==> config.mk <==
export PLATFORM = sky130hd
export DESIGN_NAME = alu_sequencer
export DESIGN_NICKNAME = d
export VERILOG_FILES = /design/src/rtl/alu_sequencer.sv
export SDC_FILE = /design/constraint.sdc
export NUM_CORES = 1
export LEC_CHECK = 0
export ABC_AREA = 0
export CAP_MARGIN = 20
export CELL_PAD_IN_SITES_DETAIL_PLACEMENT = 1
export CELL_PAD_IN_SITES_GLOBAL_PLACEMENT = 2
export CORE_UTILIZATION = 41
export CTS_CLUSTER_DIAMETER = 60
export DETAILED_ROUTE_END_ITERATION = 10
export GPL_TIMING_DRIVEN = 1
export PLACE_DENSITY_LB_ADDON = 0.1
export SKIP_CTS_REPAIR_TIMING = 1
export SYNTH_ARGS = -nofsm -noshare
export SYNTH_HDL_FRONTEND = slang
export SYNTH_SLANG_ARGS = --single-unit
==> constraint.sdc <==
create_clock -name clk_in -period 4.6 [get_ports clk_in]
set_input_delay 0.69 -clock clk_in [delete_from_list [all_inputs] [get_ports clk_in]]
set_output_delay 0.69 -clock clk_in [all_outputs]
set_load 0.005 [all_outputs]
==> src/rtl/alu_sequencer.sv <==
// alu_sequencer: FETCH/EXEC/WB instruction sequencer for a 2-bit-opcode ALU.
// It owns the 8-entry register file, the Z/N flags and the program counter.
// It drives the ALU operands from registers and writes the ALU result back.
module alu_sequencer #(
  parameter int DATA_W = 8,
  parameter int PC_W   = 8
) (
  input  logic              clk_in,
  input  logic              rst_n_in,
  input  logic              instr_valid_in,
  output logic              instr_ready_out,
  input  logic [11:0]       instr_in,
  output logic [PC_W-1:0]   pc_out,
  output logic [1:0]        alu_op_out,
  output logic [DATA_W-1:0] alu_p1_out,
  output logic [DATA_W-1:0] alu_p2_out,
  input  logic [DATA_W-1:0] alu_result_in,
  output logic              flag_z_out,
  output logic              flag_n_out,
  output logic              illegal_out,
  input  logic [2:0]        dbg_sel_in,
  output logic [DATA_W-1:0] dbg_data_out
);

  typedef enum logic [1:0] {
    S_FETCH = 2'd0,
    S_EXEC  = 2'd1,
    S_WB    = 2'd2
  } state_t;

  state_t            state_q, state_d;
  logic [11:0]       instr_q, instr_d;
  logic [PC_W-1:0]   pc_q, pc_d;
  logic              z_q, z_d, n_q, n_d;
  logic [1:0]        alu_op_q, alu_op_d;
  logic [DATA_W-1:0] p1_q, p1_d, p2_q, p2_d;
  logic [DATA_W-1:0] regs_q [8];
  logic              wr_en;
  logic [DATA_W-1:0] wr_data;

  // Instruction fields. imm overlaps rs and b3. target overlaps rd, b3 and rs.
  logic [3:0] op;
  logic [2:0] rd, rs;
  logic       b7;
  logic [3:0] imm;
  logic [6:0] target;

  assign op     = instr_q[11:8];
  assign b7     = instr_q[7];
  assign rd     = instr_q[6:4];
  assign rs     = instr_q[2:0];
  assign imm    = instr_q[3:0];
  assign target = instr_q[6:0];

  logic [1:0]        dec_alu_op;
  logic [DATA_W-1:0] dec_p1, dec_p2;
  logic              dec_wr, dec_flags, dec_zero, dec_clr, dec_jump, dec_illegal;

  // Decode the latched instruction into ALU controls and writeback effects.
  always_comb begin
    dec_alu_op  = 2'b00;
    dec_p1      = '0;
    dec_p2      = '0;
    dec_wr      = 1'b0;
    dec_flags   = 1'b0;
    dec_zero    = 1'b0;
    dec_clr     = 1'b0;
    dec_jump    = 1'b0;
    dec_illegal = 1'b0;
    case (op)
      4'h0: begin dec_alu_op = 2'b10; dec_p1 = regs_q[rd]; dec_p2 = regs_q[rs];
                  dec_wr = 1'b1; dec_flags = 1'b1; end
      4'h1: begin dec_alu_op = 2'b11; dec_p1 = regs_q[rd]; dec_p2 = regs_q[rs];
                  dec_wr = 1'b1; dec_flags = 1'b1; end
      4'h2: begin dec_alu_op = 2'b10; dec_p1 = regs_q[rd];
                  dec_p2 = {{(DATA_W-4){1'b0}}, imm};
                  dec_wr = 1'b1; dec_flags = 1'b1; end
      4'h3: begin dec_alu_op = 2'b01; dec_wr = 1'b1; dec_zero = 1'b1; end
      4'h8: begin dec_alu_op = 2'b00; dec_p1 = regs_q[rs]; dec_wr = 1'b1; end
      4'hA: begin dec_alu_op = 2'b11; dec_p1 = regs_q[rd]; dec_p2 = regs_q[rs];
                  dec_flags = 1'b1; end
      4'hB: dec_jump = 1'b1;
      4'hE: dec_clr = 1'b1;
      4'hF: ;
      default: dec_illegal = 1'b1;
    endcase
  end

  // FSM state register.
  always_ff @(posedge clk_in) begin
    if (!rst_n_in) state_q <= S_FETCH;
    else           state_q <= state_d;
  end

  // FSM next state: wait in FETCH for an instruction, then take one cycle each in EXEC and WB.
  always_comb begin
    state_d = state_q;
    case (state_q)
      S_FETCH: if (instr_valid_in) state_d = S_EXEC;
      S_EXEC:  state_d = S_WB;
      S_WB:    state_d = S_FETCH;
      default: state_d = S_FETCH;
    endcase
  end

  // FSM outputs: ready only in FETCH, illegal flagged for the single WB cycle.
  always_comb begin
    instr_ready_out = (state_q == S_FETCH);
    illegal_out     = (state_q == S_WB) && dec_illegal;
  end

  // Datapath next-state: latch the instruction, launch the ALU, then write back.
  always_comb begin
    instr_d  = instr_q;
    pc_d     = pc_q;
    z_d      = z_q;
    n_d      = n_q;
    alu_op_d = alu_op_q;
    p1_d     = p1_q;
    p2_d     = p2_q;
    wr_en    = 1'b0;
    wr_data  = alu_result_in;
    case (state_q)
      S_FETCH: if (instr_valid_in) instr_d = instr_in;
      S_EXEC: begin
        alu_op_d = dec_alu_op;
        p1_d     = dec_p1;
        p2_d     = dec_p2;
      end
      S_WB: begin
        wr_en = dec_wr;
        if (dec_zero) begin
          wr_data = '0;
          z_d     = 1'b1;
          n_d     = 1'b0;
        end else if (dec_flags) begin
          z_d = (alu_result_in == '0);
          n_d = alu_result_in[DATA_W-1];
        end
        if (dec_clr) begin
          z_d = 1'b0;
          n_d = 1'b0;
        end
        // A conditional jump (b7=1) is taken only when Z is set.
        if (dec_jump && (!b7 || z_q)) pc_d = {{(PC_W-7){1'b0}}, target};
        else                          pc_d = pc_q + PC_W'(1);
      end
      default: ;
    endcase
  end

  // Datapath registers.
  always_ff @(posedge clk_in) begin
    if (!rst_n_in) begin
      instr_q  <= '0;
      pc_q     <= '0;
      z_q      <= 1'b0;
      n_q      <= 1'b0;
      alu_op_q <= 2'b00;
      p1_q     <= '0;
      p2_q     <= '0;
    end else begin
      instr_q  <= instr_d;
      pc_q     <= pc_d;
      z_q      <= z_d;
      n_q      <= n_d;
      alu_op_q <= alu_op_d;
      p1_q     <= p1_d;
      p2_q     <= p2_d;
    end
  end

  // Register file: cleared on reset, written once per instruction in WB.
  always_ff @(posedge clk_in) begin
    if (!rst_n_in) begin
      for (int i = 0; i < 8; i++) regs_q[i] <= '0;
    end else if (wr_en) begin
      regs_q[rd] <= wr_data;
    end
  end

  assign pc_out       = pc_q;
  assign alu_op_out   = alu_op_q;
  assign alu_p1_out   = p1_q;
  assign alu_p2_out   = p2_q;
  assign flag_z_out   = z_q;
  assign flag_n_out   = n_q;
  assign dbg_data_out = regs_q[dbg_sel_in];

endmodule
==> summary.md <==
| Metric | Value |
|---|---|
| Status | finished clean |
| Synth Warn # | 0 |
| Slew @ Worst Pin | slightly above 900 ps |
| Largest net degree at the start of global routing | 35 |
| Ys async rst share | 0 |
| DRC | 0 |
| Sequential cell area | slightly below 3000 µm² |
| H-tree Lvls | 3 |
| FF-to-FF path depth | 4 |
| Max_slew headroom | 0.392 |
| Fin cells | around 720 |
| Initial antenna violation count | 0 |
| Iteration-0 DRC Markers | about 240 |
| PnR worst setup slack | 1080 ps |
| Core area | between 10,000 and 15,000 µm² |
| Met3 usage in global routing | 0.0459 |
| Crit start category | primary input |
| Post-synthesis mux area share | 0.234 |
| Worst Path Arrival | around 2800 ps |
| Synth Cell Area | 5870 µm² |
| Final nets | 558 |
| DRT Pass-1 Iters | 5 |
| Cell Pwr Density | about 330 nW/µm² |
| Ant diodes | 0 |
| Required @ worst endpoint | between 3000 and 4000 ps |
| Initial Utilization | 0.421 |
| Total power | ~2.2 mW |
| Via Count | around 4.3k |
| Number of flops mapped to enable cells by yosys | 64 |
| Synth area leaders | edfxtp_1, dfxtp_1, mux4_2 |
| Register area share after synthesis | 0.491 |
| Hold Path Stages | 2 |
| Hold crit path type | register to register |
| Multi-input gate area | between 2000 and 3000 µm² |
| Period minus WS final | about 3500 ps |
| Hold_sp | alu_op_out[0] |
| Antenna Nets Post-Route | 0 |
| Peak VDD IR | around 200 µV |
| Final setup viols | 0 |
| Vias per cell | approximately 6 |
| Clk pin slew, worst setup/hold paths | ~70 ps |
| Yosys cell types | 58 |
| CP endpoint kind | output pin |
| Grt met1 use | 0.357 |
| Final WL | approximately 17,000 µm |
| First-pass GRT wire length | roughly 26,000 µm |
| GRT Max-Usage Layer | met1 |
| Most used DFF post-synth | edfxtp_1 |
| Unrepaired setup endpoints after global routing | false |
| CTS sink cnt | between 100 and 150 |
| TritonCTS clock tree | done |
| Synth Instances | slightly below 500 |
| I/O pin count | 64 |
| Die height | ~120 µm |
| Count leader, synth | nor2_1 |
| Clk Latency, worst-skew pair | between 300 and 400 ps |
| Synth Net Count | around 500 |
| Critical path launch point | dbg_sel_in[1] |
| Vias in the first global route | approximately 4.3k |
| R2r startpoint | state_q[1] |
| Clk root buf | clkbuf_16 |
| Leak | around 2.3 nW |
| Post-Place Cells | approximately 700 |
| Synth area leader | edfxtp_1 |
| Cts bufs inserted | 9 |
| Top cell type's share of synthesized area | 0.328 |
| Util after Layout | 0.492 |
| Setup TNS | 0 ps |
| Max-Cap Viols | 0 |
| Num rows | 43 |
| Xor and xnor area share after synthesis | 0 |
| Peak Freq | 284 MHz |
| Synth Area in Adders | 0.00213 |
| Post-synth top cells | nor2_1, edfxtp_1, nand2_1 |
| Total track usage | 0.239 |
| Port Buffers | 63 |
| GR Util met2 | 0.350 |
| Hold Violations, Final | 0 |
| Complex-gate fraction of the synthesized area | 0.0840 |
| Layout cells sized above 1 | 0.146 |
| Grt ovf | 0 |
| Fin Clk Skew | 6.99 ps |
| Die Width | roughly 120 µm |
| WL/cell | roughly 23 µm |
| Largest family of logic cells by synthesized area | multiplexers |
| Syn avg cell area | around 12 µm² |
| GPL Wtd Cong | 0.846 |
| Simple-gate share of the synthesized area | 0.152 |
| Die area | between 10,000 and 15,000 µm² |
| Crit path max fanout | 16 |
| Detailed Place HPWL | ~13,000 µm |
| Area grow syn2layout | 16.9% |
| Clock tree buffer depth | 2 |
| Pre-CTS WS | ~1100 ps |
| # fillers | approximately 1.5k |
| Slew Viols, Final | 0 |
| WS Path Type | primary input to output pin |
| #FFs+latches synth | 112 |
| Fin crit share | 0.765 |
[stage by stage]
step           hold slack, ps  area, µm²
6_report                  463       6860
5_1_grt                   489       6860
4_1_cts                   466       6830
3_5_place_dp              455       6530
3_3_place_gp              439       6530
2_1_floorplan             445       5870
[area by class of cell]
type                    count  share of cell area
repair buffers             66              0.0981
clock inverters             6              0.0108
well taps                 180              0.0328
multi-input cells         341               0.404
inverters                   1             0.00128
clock buffers               9              0.0328
flip-flops and latches    112               0.420
[kinds of logic (layout without fill, tap and decap cells)]
group                      after synthesis  count (layout)
and+or+nand+nor                        193             193
muxes                                   73              73
buffers and inverters                   35              82
adders and majority gates                1               1
DFF                                    112             112
AOI/OAI and AO/OA                       74              74
[state kept, by name, summed over array words and instances (netlist names), named ones only]
register and count:
alu_p2_out 8, alu_p1_out 8, regs_q 64, state_q 2
instr_q 12, pc_out 8, flag_n_out 1, alu_op_out 2
flag_z_out 1
[path summary, 6_finish.rpt]
path	to	slack (ps)
max	dbg_data_out[0]	1080
min	alu_op_out[0]	460
max reg2reg	regs_q[1][4]	1960
min reg2reg	alu_op_out[0]	460
[placed cells by master (no fill, tap or decap), types with 3 or more instances in the layout]
cell	instances
a211oi_1	5
a21oi_1	23
a2bb2oi_1	6
a31oi_1	3
a32oi_1	4
clkbuf_16	9
clkdlybuf4s50_1	63
dfxtp_1	48
edfxtp_1	64
inv_6	4
mux2_2	8
mux2i_1	17
mux4_1	9
mux4_2	39
nand2_1	63
nand2_2	3
nand2b_1	4
nand3_1	8
nor2_1	84
nor2b_1	5
nor3b_1	3
o21a_1	6
o21ai_0	10
o221ai_1	6
or4_1	3
[worst max-delay path: stages]
cell and delay, ps:
clkdlybuf4s50_1 970, mux4_2 410, mux2_2 300, clkdlybuf4s50_1 450
[metal layers]
metal,wire length (µm),up-vias
met5,0,-
met4,269,0
met3,1040,17
met2,7340,159
met1,7940,2166
li1,-,1936
[power breakdown]
group	total (mW)	switching (mW)	internal, mW
Clock	0.809	0.381	0.428
Sequential	1.16	0.0657	1.10
Combinational	0.264	0.115	0.149
No activity file was read; power rests on OpenSTA's default activity.
